`src/rtl/pipe_pkg.sv`:
```
// Shared MIPS32 pipeline definitions: packed ID/EX control-word layout,
// NOP constant and the bubble-insertion FSM state encoding.
package pipe_pkg;

  localparam int CTRL_W = 15;

  // Field widths inside the packed control word
  localparam int JUMP_W       = 2;
  localparam int MEM_TO_REG_W = 2;
  localparam int REG_DST_W    = 2;
  localparam int ALU_OP_W     = 4;

  // Field LSB offsets (word is {jump, branch, mem_read, mem_to_reg, mem_write,
  // alu_src, reg_write, reg_dst, alu_op}, MSB first)
  localparam int ALU_OP_LSB     = 0;
  localparam int REG_DST_LSB    = 4;
  localparam int REG_WRITE_BIT  = 6;
  localparam int ALU_SRC_BIT    = 7;
  localparam int MEM_WRITE_BIT  = 8;
  localparam int MEM_TO_REG_LSB = 9;
  localparam int MEM_READ_BIT   = 11;
  localparam int BRANCH_BIT     = 12;
  localparam int JUMP_LSB       = 13;

  localparam logic [CTRL_W-1:0] NOP = '0;

  typedef enum logic {
    RUN   = 1'b0,
    STALL = 1'b1
  } state_t;

  typedef struct packed {
    logic [JUMP_W-1:0]       jump;
    logic                    branch;
    logic                    mem_read;
    logic [MEM_TO_REG_W-1:0] mem_to_reg;
    logic                    mem_write;
    logic                    alu_src;
    logic                    reg_write;
    logic [REG_DST_W-1:0]    reg_dst;
    logic [ALU_OP_W-1:0]     alu_op;
  } ctrl_t;

  function automatic logic [CTRL_W-1:0] pack_ctrl(input ctrl_t c);
    return c;
  endfunction

endpackage

```
`src/rtl/sat_counter.sv`:
```
// Saturating up-counter: increments on inc and sticks at all-ones.
module sat_counter #(
  parameter int W = 16
) (
  input  logic         clk,
  input  logic         rst,
  input  logic         inc,
  output logic [W-1:0] count
);

  logic [W-1:0] count_reg;

  always_ff @(posedge clk) begin
    if (rst) begin
      count_reg <= '0;
    end else if (inc && (count_reg != {W{1'b1}})) begin
      count_reg <= count_reg + 1'b1;
    end
  end

  assign count = count_reg;

endmodule

```
`src/rtl/ctrl_bubble_pipe.sv`:
```
// ID/EX control-word register that inserts a programmable run of NOP bubbles
// on a stall request, throttling IF/ID while bubbles are in flight.
module ctrl_bubble_pipe
  import pipe_pkg::*;
#(
  parameter int CTRL_W = pipe_pkg::CTRL_W,
  parameter int CNT_W  = 3,
  parameter int STAT_W = 16
) (
  input  logic              clk,
  input  logic              rst,
  input  logic [CTRL_W-1:0] ctrl_in,
  input  logic              valid_in,
  input  logic              stall_req,
  input  logic [CNT_W-1:0]  stall_len,
  input  logic              flush,
  input  logic              hold,
  output logic [CTRL_W-1:0] ctrl_out,
  output logic              valid_out,
  output logic              upstream_hold,
  output logic [STAT_W-1:0] bubble_cnt
);

  state_t            state_reg, state_next;
  logic [CNT_W-1:0]  remaining_reg, remaining_next;
  logic [CTRL_W-1:0] ctrl_reg, ctrl_next;
  logic              valid_reg, valid_next;
  logic              bubble_inc;
  logic              stall_start;

  assign stall_start = stall_req && (stall_len != '0);

  always_ff @(posedge clk) begin
    if (rst) begin
      state_reg     <= RUN;
      remaining_reg <= '0;
      ctrl_reg      <= '0;
      valid_reg     <= 1'b0;
    end else begin
      state_reg     <= state_next;
      remaining_reg <= remaining_next;
      ctrl_reg      <= ctrl_next;
      valid_reg     <= valid_next;
    end
  end

  always_comb begin
    state_next     = state_reg;
    remaining_next = remaining_reg;
    ctrl_next      = ctrl_reg;
    valid_next     = valid_reg;
    bubble_inc     = 1'b0;

    if (flush) begin
      // Flush zeros are a kill, not a bubble, so they are not counted.
      state_next     = RUN;
      remaining_next = '0;
      ctrl_next      = '0;
      valid_next     = 1'b0;
    end else if (!hold) begin
      unique case (state_reg)
        RUN: begin
          if (stall_start) begin
            ctrl_next  = '0;
            valid_next = 1'b0;
            bubble_inc = 1'b1;
            if (stall_len > CNT_W'(1)) begin
              remaining_next = stall_len - CNT_W'(1);
              state_next     = STALL;
            end
          end else begin
            ctrl_next  = ctrl_in;
            valid_next = valid_in;
          end
        end
        STALL: begin
          // stall_req is deliberately ignored here: no re-arm or extension.
          ctrl_next      = '0;
          valid_next     = 1'b0;
          bubble_inc     = 1'b1;
          remaining_next = remaining_reg - CNT_W'(1);
          if (remaining_reg == CNT_W'(1)) begin
            state_next = RUN;
          end
        end
        default: begin
          state_next     = RUN;
          remaining_next = '0;
        end
      endcase
    end
  end

  // A flush releases the front end in the same cycle, aborting any stall.
  assign upstream_hold = hold ||
                         (!flush && ((state_reg == STALL) ||
                                     ((state_reg == RUN) && stall_start)));

  sat_counter #(
    .W(STAT_W)
  ) u_bubble_cnt (
    .clk  (clk),
    .rst  (rst),
    .inc  (bubble_inc),
    .count(bubble_cnt)
  );

  assign ctrl_out  = ctrl_reg;
  assign valid_out = valid_reg;

endmodule

```
`config.mk`:
```
export PLATFORM = sky130hd
export DESIGN_NAME = ctrl_bubble_pipe
export DESIGN_NICKNAME = d
export VERILOG_FILES = /design/src/rtl/pipe_pkg.sv /design/src/rtl/sat_counter.sv /design/src/rtl/ctrl_bubble_pipe.sv
export SDC_FILE = /design/constraint.sdc
export NUM_CORES = 1
export LEC_CHECK = 0
export ABC_CLOCK_PERIOD_IN_PS = 2200
export BUFFER_PORTS_ARGS = -buffer_cell sky130_fd_sc_hd__buf_2
export CAP_MARGIN = 20
export CORE_ASPECT_RATIO = 2
export CORE_MARGIN = 10
export CORE_UTILIZATION = 50
export CTS_CLUSTER_SIZE = 40
export DETAILED_ROUTE_END_ITERATION = 8
export GPL_ROUTABILITY_DRIVEN = 0
export GPL_TIMING_DRIVEN = 1
export HOLD_SLACK_MARGIN = 0.12
export PLACE_DENSITY = 0.79
export SLEW_MARGIN = 30
export SYNTH_ARGS = -nofsm -noshare
export SYNTH_HDL_FRONTEND = slang
export SYNTH_SLANG_ARGS = --single-unit
```
`constraint.sdc`:
```
create_clock -name clk -period 2.2 [get_ports clk]
set_input_delay 0.22 -clock clk [delete_from_list [all_inputs] [get_ports clk]]
set_output_delay 0.22 -clock clk [all_outputs]
set_load 0.02 [all_outputs]
```
==> results.toml <==
[run_status]
status = "finished clean"

[logic_synthesis]
syn_avg_cell_area_um2 = 9.05
synth_largest_area_cell = "dfxtp_1"
yosysMostFrequentCell = "dfxtp_1"
synth_seq_cells = 36
synth_ff_type = "dfxtp_1"
syn_area_um2 = 1740
ys_async_sr_fraction = 0
yosysWarningCount = 0
seq_area_frac_synth = 0.415
ys_top_cells_by_area = "dfxtp_1 41%, a22oi_1 6.9%, nor2_1 5.2%"
ys_top_cells_by_count = "36 x dfxtp_1, 24 x nor2_1, 16 x a22oi_1, 14 x a21oi_1, 10 x nand2_1"
synth_top_area_frac = 0.415
netlist_instances = 192
synth-edff-count = 0
synth_nets = 221
yosysUniqueCellTypes = 46

[pwr]
irDropWorstVdd_uv = 463
p_per_area_nw_per_um2 = 641
power_mw = 1.38
power_leakage_nw = 0.925

[routing]
via_per_inst = 5.93
ant_nets = 0
num_vias = 1666
dr.pass1.iters = 4
first_iter_violations = 50
drcViolationCount = 0
wl_per_cell_um = 16.4
routed_wl_um = 4610

[clock_tree]
clockBufferDepth = 2
cts_tree = "built"
clk_latency_ns = 0.29
cts_sinks = 36
clkTransAtPathRegs_ns = 0.08
cts.hold.buffers_added = 0
post_cts_resize_count = 0
cts-buffers-inserted = 5
cts-root-buf = "clkbuf_8"
cts_max_level = 2
post_cts_buffers = 0

[worst_setup_path]
worstPathMaxFanout = 12
cp-end-kind = "flip-flop"
cp.required_ns = 2.43
start_kind = "flip-flop"
slowest_stage = "or4_1"
critPathTopFamily = "simple AND/OR/NAND/NOR gates"
path_cells = "ha_1 -> and3_1 -> nor4b_4 -> buf_4 -> or4_1 -> a21oi_1"
crit_type = "flip-flop to flip-flop"
cpPeakStageDelay_ns = 0.51
crit_arrival_ns = 2.09
cp_num_buf_inv = 1

[timing]
finalMaxSlewViolations = 0
period_share = 0.848
final_hold_viol_count = 0
finalClockSkew_ns = 0.00450
fin_crit_ns = 1.87
fmax_mhz = 536
rsz0062_at_grt = "no"
worstMarginPinSlew_ns = 0.634
setup_ws_ns = 0.335
final.setup.tns_ns = 0
slew_headroom = 0.577
finalSetupViolations = 0

[finish]
nets = 277
largest_reg_flops = 16
n_antenna_cell = 0
seq_area_um2 = 721
drive_gt1_frac = 0.321
fillers = 313
multiInputGateArea_um2 = 946
area_growth_pct = 23.6

[placed_design]
preCtsSetupSlack_ns = 0.0814
dp_hpwl_um = 3530
portBuffers = 56

[floorplanning]
row_count = 30
initial_core_util = 0.514
core_area_um2 = 3380
die_w_um = 61.7
die-area_um2 = 6370
pin_count = 57
die_h_um = 103

[worst_hold_path]
hold_path.class = "input pin to flip-flop"

[grt]
grt_pass1_vias = 1642
groute.usage.overall = 0.148
grt-ovfl-total = 0
grt_first_pass_wirelength_um = 7400
grt_max_degree = 25
antenna_found_initial = 0

[job]
cap_violations = 0
path summary, 6_finish.rpt:
check                                        to                               start  depth (start not counted)  slack [ns]
min                    ctrl_out[3]$_SDFFE_PP0N_                          ctrl_in[3]                          3        0.15
max          u_bubble_cnt.count[9]$_SDFFE_PP0P_  u_bubble_cnt.count[0]$_SDFFE_PP0P_                          6        0.33
max reg2reg  u_bubble_cnt.count[9]$_SDFFE_PP0P_  u_bubble_cnt.count[0]$_SDFFE_PP0P_                          6        0.33
min reg2reg       remaining_reg[1]$_SDFFE_PP0P_       remaining_reg[1]$_SDFFE_PP0P_                          2        0.48
logic make-up (layout without fill, tap and decap cells):
family                     count (synthesis)  after routing  synth area share
and+or+nand+nor                           70             70             0.236
AOI/OAI and AO/OA                         60             60             0.251
DFF                                       36             36             0.415
buffers and inverters                     18             75            0.0439
adders and majority gates                  5              5            0.0360
muxes                                      3              3            0.0187
layout by cell type, fill, tap and decap left out, types with 3 or more instances in the layout:
cell type  netlist  final
o21ai_1          3      3
nand2_1         10     10
clkbuf_8         0      5
dfxtp_1         36     36
buf_2            1     56
nor4_1           3      3
inv_1            9      9
ha_1             5      5
o31ai_1          7      7
a21oi_1         14     14
or3_1            3      3
o21ai_0          4      4
or4_1            5      5
nand3_1          3      3
and3_1           3      3
a22oi_1         16     16
nor2b_1          3      3
nor2_1          24     24
nand4_2          3      3
metal layers:
metal	vias to the layer above	GRT usage	part of all wire
met2	51	0.269	0.53
met5	-	0	0
met1	775	0.146	0.38
met4	0	0.0606	0.015
met3	7	0.0465	0.074
li1	833	-	-
report_power, final:
group / internal, mW / switching [mW] / total, mW / leakage [nW]
clock: 0.335 / 0.251 / 0.586 / 0.0541
combinational: 0.0465 / 0.0749 / 0.121 / 0.580
sequential: 0.661 / 0.00813 / 0.669 / 0.291
tightest hold or removal path, stage by stage:
cell and delay, ns:
buf_2 0.07, a22oi_1 0.05, nor2_1 0.07
layout make-up:
class | count | area share
clock inverters | 3 | 0.0198
well taps | 32 | 0.0186
repair buffers | 58 | 0.138
flip-flops and latches | 36 | 0.336
clock buffers | 5 | 0.0321
inverters | 9 | 0.0157
multi-input cells | 138 | 0.441
stage by stage:
stage,cells,area [um2],util,hold slack [ns]
after global routing,281,2150,0.636,0.164
after CTS,281,2140,0.634,0.151
after detailed placement,273,2030,0.601,0.460
after floorplan,192,1740,-,0.364
after global placement,273,2030,0.601,0.451
final,281,2150,0.636,0.151
(Power assumes the default switching activity.)
